## src/rtl/wb_skid_reg_pkg.sv

```systemverilog
// Shared constants, state encodings and helpers for the MEM/WB skid register.
package wb_skid_reg_pkg;

    localparam int   REG_BUS_W  = 32;
    localparam int   REG_ADDR_W = 5;
    localparam logic ENABLED    = 1'b1;
    localparam logic DISABLED   = 1'b0;

    typedef enum logic [1:0] {
        WB_EMPTY = 2'b00,
        WB_ONE   = 2'b01,
        WB_FULL  = 2'b10
    } wb_state_e;

    // Write enable seen by the register file; zs blocks writes to x0.
    function automatic logic qualify_we(input logic valid, input logic we,
                                        input logic rd_nz, input logic zs);
        return valid & we & (rd_nz | ~zs);
    endfunction

endpackage

```

## src/rtl/wb_slot.sv

```systemverilog
// Payload register with synchronous clear and load enable.
module wb_slot #(
    parameter int W = 38
) (
    input  logic         clk,
    input  logic         clr,
    input  logic         ld,
    input  logic [W-1:0] d,
    output logic [W-1:0] q
);

    always_ff @(posedge clk) begin
        if (clr)
            q <= '0;
        else if (ld)
            q <= d;
    end

endmodule

```

## src/rtl/wb_skid_reg.sv

```systemverilog
// Two-entry skid-buffered MEM/WB stage with flush and x0-write suppression.
// Optional WB_SKID_PERF_EN adds a saturating write-back stall counter.
module wb_skid_reg
    import wb_skid_reg_pkg::*;
#(
    parameter int DATA_W        = REG_BUS_W,
    parameter int ADDR_W        = REG_ADDR_W,
    parameter int ZERO_SUPPRESS = 1
) (
    input  logic              clk,
    input  logic              rst,
    input  logic              flush,
    input  logic              in_valid,
    output logic              in_ready,
    input  logic [ADDR_W-1:0] rd,
    input  logic              regwe,
    input  logic [DATA_W-1:0] wbdata,
    output logic              out_valid,
    input  logic              out_ready,
    output logic [ADDR_W-1:0] rd_o,
    output logic              regwe_o,
    output logic [DATA_W-1:0] wbdata_o
`ifdef WB_SKID_PERF_EN
    ,
    output logic [31:0]       perf_stall_cnt
`endif
);

    localparam int PW = ADDR_W + 1 + DATA_W;

    wb_state_e   state, state_nxt;
    logic        accept, consume;
    logic        main_ld, skid_ld, main_from_skid;
    logic        main_we;
    logic [PW-1:0] in_pl, main_d, main_q, skid_q;

    assign in_pl     = {rd, regwe, wbdata};
    assign out_valid = (state != WB_EMPTY);
    assign in_ready  = (state != WB_FULL);
    assign accept    = in_valid & in_ready;
    assign consume   = out_valid & out_ready;

    always_ff @(posedge clk) begin
        if (rst == ENABLED)
            state <= WB_EMPTY;
        else
            state <= state_nxt;
    end

    always_comb begin
        state_nxt      = state;
        main_ld        = 1'b0;
        skid_ld        = 1'b0;
        main_from_skid = 1'b0;
        if (flush) begin
            state_nxt = WB_EMPTY;
        end else begin
            case (state)
                WB_EMPTY: begin
                    if (accept) begin
                        state_nxt = WB_ONE;
                        main_ld   = 1'b1;
                    end
                end
                WB_ONE: begin
                    if (accept && consume) begin
                        main_ld = 1'b1;
                    end else if (accept) begin
                        state_nxt = WB_FULL;
                        skid_ld   = 1'b1;
                    end else if (consume) begin
                        state_nxt = WB_EMPTY;
                    end
                end
                WB_FULL: begin
                    // Skid payload is left stale; state alone marks it invalid.
                    if (consume) begin
                        state_nxt      = WB_ONE;
                        main_ld        = 1'b1;
                        main_from_skid = 1'b1;
                    end
                end
                default: state_nxt = WB_EMPTY;
            endcase
        end
    end

    assign main_d = main_from_skid ? skid_q : in_pl;

    wb_slot #(.W(PW)) u_main (
        .clk (clk),
        .clr (rst),
        .ld  (main_ld),
        .d   (main_d),
        .q   (main_q)
    );

    wb_slot #(.W(PW)) u_skid (
        .clk (clk),
        .clr (rst),
        .ld  (skid_ld),
        .d   (in_pl),
        .q   (skid_q)
    );

    assign {rd_o, main_we, wbdata_o} = main_q;
    assign regwe_o = out_valid ? qualify_we(out_valid, main_we, rd_o != '0, ZERO_SUPPRESS != 0)
                               : DISABLED;

`ifdef WB_SKID_PERF_EN
    always_ff @(posedge clk) begin
        if (rst)
            perf_stall_cnt <= '0;
        else if (out_valid && !out_ready && perf_stall_cnt != 32'hFFFF_FFFF)
            perf_stall_cnt <= perf_stall_cnt + 32'd1;
    end
`endif

`ifndef SYNTHESIS
    // A rejected entry must be presented unchanged until it is accepted.
    logic          hold_q;
    logic [PW-1:0] hold_pl;
    always_ff @(posedge clk) begin
        hold_q  <= in_valid & ~in_ready & ~rst & ~flush;
        hold_pl <= in_pl;
        if (hold_q && !rst && !flush)
            assert (in_valid && in_pl == hold_pl)
                else $error("wb_skid_reg: upstream changed a held entry");
    end
`endif

endmodule

```

## config.mk

```make
export PLATFORM = sky130hd
export DESIGN_NAME = wb_skid_reg
export DESIGN_NICKNAME = d
export VERILOG_FILES = /design/src/rtl/wb_skid_reg_pkg.sv /design/src/rtl/wb_slot.sv /design/src/rtl/wb_skid_reg.sv
export SDC_FILE = /design/constraint.sdc
export NUM_CORES = 1
export LEC_CHECK = 0
export CAP_MARGIN = 10
export CORE_UTILIZATION = 30
export DETAILED_ROUTE_END_ITERATION = 8
export DONT_BUFFER_PORTS = 1
export SYNTH_ARGS = -nofsm -noshare
export SYNTH_HDL_FRONTEND = slang
export SYNTH_SLANG_ARGS = --single-unit
export TNS_END_PERCENT = 30
```

## constraint.sdc

```tcl
create_clock -name clk -period 3.7 [get_ports clk]
set_clock_uncertainty 0.1 [all_clocks]
set_input_delay 0.37 -clock clk [delete_from_list [all_inputs] [get_ports clk]]
set_output_delay 0.37 -clock clk [all_outputs]
set_load 0.01 [all_outputs]
```

==> results.ini <==
[worst_setup_path]
r2r_slack_ns = 1.38
critical-path-top-delay-family = simple AND/OR/NAND/NOR gates
crit-reg2reg-launch = state[1]
r2r_end = u_main.q[26]
crit_type = flip-flop to flip-flop
crit_chain = and4bb_4 > buf_4 > mux2i_1 > a311oi_1
path_buf_inv = 1
cp-start-kind = flip-flop
ff2ff_path_depth = 4
crit_arrival_ns = 2.45
crit_path_end_kind = flip-flop
slowest_stage = and4bb_4
cp.required_ns = 3.83
cp_max_fo = 34
slowest_delay_ns = 0.66

[placed_design]
placed_area_mm2 = 0.00360
dp_hpwl_mm = 5.76
gp_congestion = 0.703
port_buffers = 0

[timing]
tightest_slew_ns = 1.23
final.period_utilization_pct = 62.8
fin_crit_ns = 2.32
final-hold-violation-count = 0
grt_setup_unrepaired = false
slew_viol_final = 0
fmax_mhz = 431
relSlewSlack_pct = 17.7
setup_violations = 0
tns_ns = 0

[finish]
syn2layout_area_growth_pct = 2.68
layout_common_cells = dfxtp_1 (78), a311oi_1 (76), mux2i_1 (39), a21oi_1 (39), nand3_1 (38)
fin_nets = 390
n_antenna_cell = 0
final_common_cell = dfxtp_1
stdcell_area_mm2 = 0.00398
drive_above_1_share_pct = 8.24

[logic_synthesis]
syn_avg_cell_area_um2 = 9.22
synthMuxAreaShare_pct = 10.1
synthesis.area_mm2 = 0.00388
synth_xor_area_share_pct = 0
synthSimpleGateAreaFrac_pct = 7.55
ys_seq_area_share_pct = 40.2
ys_warn_count = 0
synth.top_cells.by_area = dfxtp_1 (40%), a311oi_1 (17%), mux2i_1 (10%), buf_4 (8.1%), a21oi_1 (5.0%)
synth_top_cell_by_area = dfxtp_1
yosys.area.top_type_share_pct = 40.2
yosysUniqueCellTypes = 28
syn_inst = 421
synth_fa_ha_area_share_pct = 0
syn-num-nets = 464
synth_top_family_by_area = compound AO/OA/AOI/OAI gates
ys_ff_latch = 78
synth_compound_area_share_pct = 28.0

[drt]
detail_route.first_pass.iterations = 4
routed.top_layer = met4
drc = 0
avgRoutedWirePerCell_um = 20.5
route.met3.wl_mm = 1.06
via_per_inst = 5.96
wl_met2_mm = 5.12
first_iter_violations = 217
drt-total-wl_mm = 10.7
antenna_left = 0
met1Wirelength_mm = 4.36
vias = 3122

[clock_network]
clkSinkCount = 78
clk_pin_slew_worst_paths_ns = 0.06
cts-htree-levels = 3
cts_buffers = 9
cts_tree = done
cts_buffer_depth = 2
insertion_delay_ns = 0.33
cts_root_buf = clkbuf_16
cts_resized = 0

[global_route]
antenna_found_initial = 0
grt_pass1_wl_mm = 16.2
grt_overflow = 0
grt_pass1_vias = 2834
grt.total_usage_pct = 16.1
grt_max_degree = 71

[worst_hold_path]
hold_depth = 1
worstHoldPathType = input port to flip-flop
hp-start = rst
min_to = u_main.q[26]

[die]
die-area_mm2 = 0.0134
die_w_um = 116
start_util_pct = 30.7
io_pins = 83
die_h_um = 116
core-area_mm2 = 0.0126
rows = 41

[power]
powerDensity_mw_per_mm2 = 513
p_leak_nw = 1.14
vdd_drop_max_mv = 0.206
finalPower_mw = 2.04

[flow_run]
max_cap_viol_count = 0

[run_status]
outcome = finished clean

## per-layer routing
layer / up-vias / GRT usage, %
met4: 0 / 6.41
met3: 15 / 6.64
met1: 1557 / 19.0
li1: 1437 / -
met5: - / 0
met2: 113 / 26.0
## report_power, final
group | switching [mW] | leakage, nW | internal (mW)
registers | 0.0396 | 0.636 | 0.874
logic | 0.0874 | 0.337 | 0.0556
clock network | 0.355 | 0.163 | 0.632
## sequential cells by signal (all words and copies together), names as in the netlist
register  cells
u_main.q     38
u_skid.q     38
state         2
## worst max path at each step
stage | from | end | cells past startpoint | slack [ns]
CTS | state[1] | u_main.q[26] | 4 | 1.35
global placement | state[1] | u_main.q[22] | 4 | 1.51
floorplan | in_valid | u_main.q[0] | 6 | 2.02
detailed placement | state[1] | u_main.q[26] | 4 | 1.35
global route | state[1] | u_main.q[26] | 4 | 1.22
finish | state[1] | u_main.q[26] | 4 | 1.38
## through the flow
step           instances  hold slack, ns  setup slack, ns  utilization, %
2_1_floorplan        421           0.353             2.02               -
3_3_place_gp         504           0.349             1.51            28.5
3_5_place_dp         504           0.351             1.35            28.5
4_1_cts              524         0.00308             1.35            31.6
5_1_grt              524         0.00806             1.22            31.6
6_report             524          0.0192             1.38            31.6
## logic make-up after synthesis
group | count (synthesis)
flip-flops | 78
multiplexers | 39
AO/OA/AOI/OAI | 157
buffers and inverters | 94
AND/OR/NAND/NOR | 53
## area by class of cell
| class | count | area [µm²] |
|---|---|---|
| Clock inverter | 4 | 77.6 |
| Inverter | 1 | 3.75 |
| Multi-Input combinational cell | 249 | 1790 |
| Tap cell | 172 | 215 |
| Clock buffer | 12 | 256 |
| Timing Repair Buffer | 8 | 80.1 |
| Sequential cell | 78 | 1560 |
| Fill cell | 1307 | 8640 |
## what timing repair did
| action | CTS | global route |
|---|---|---|
| hold buffers | 4 | 0 |
| buffers inserted | 0 | 0 |
| hold endpoints to repair | 39 | 0 |
## cells in the mapped netlist (all sizes together)
library cell / number
a311oi: 76
o21ai: 38
or3b: 1
dfxtp: 78
o21a: 1
a22o: 1
a2111oi: 1
mux2i: 39
clkbuf: 34
nand2b: 2
or4: 1
nor2: 3
and4bb: 2
nor2b: 2
buf: 59
inv: 1
a21oi: 39
nand3: 38
nand4bb: 1
or2: 1
o211a: 1
nand2: 2
No activity file was read; power rests on OpenSTA's default activity.
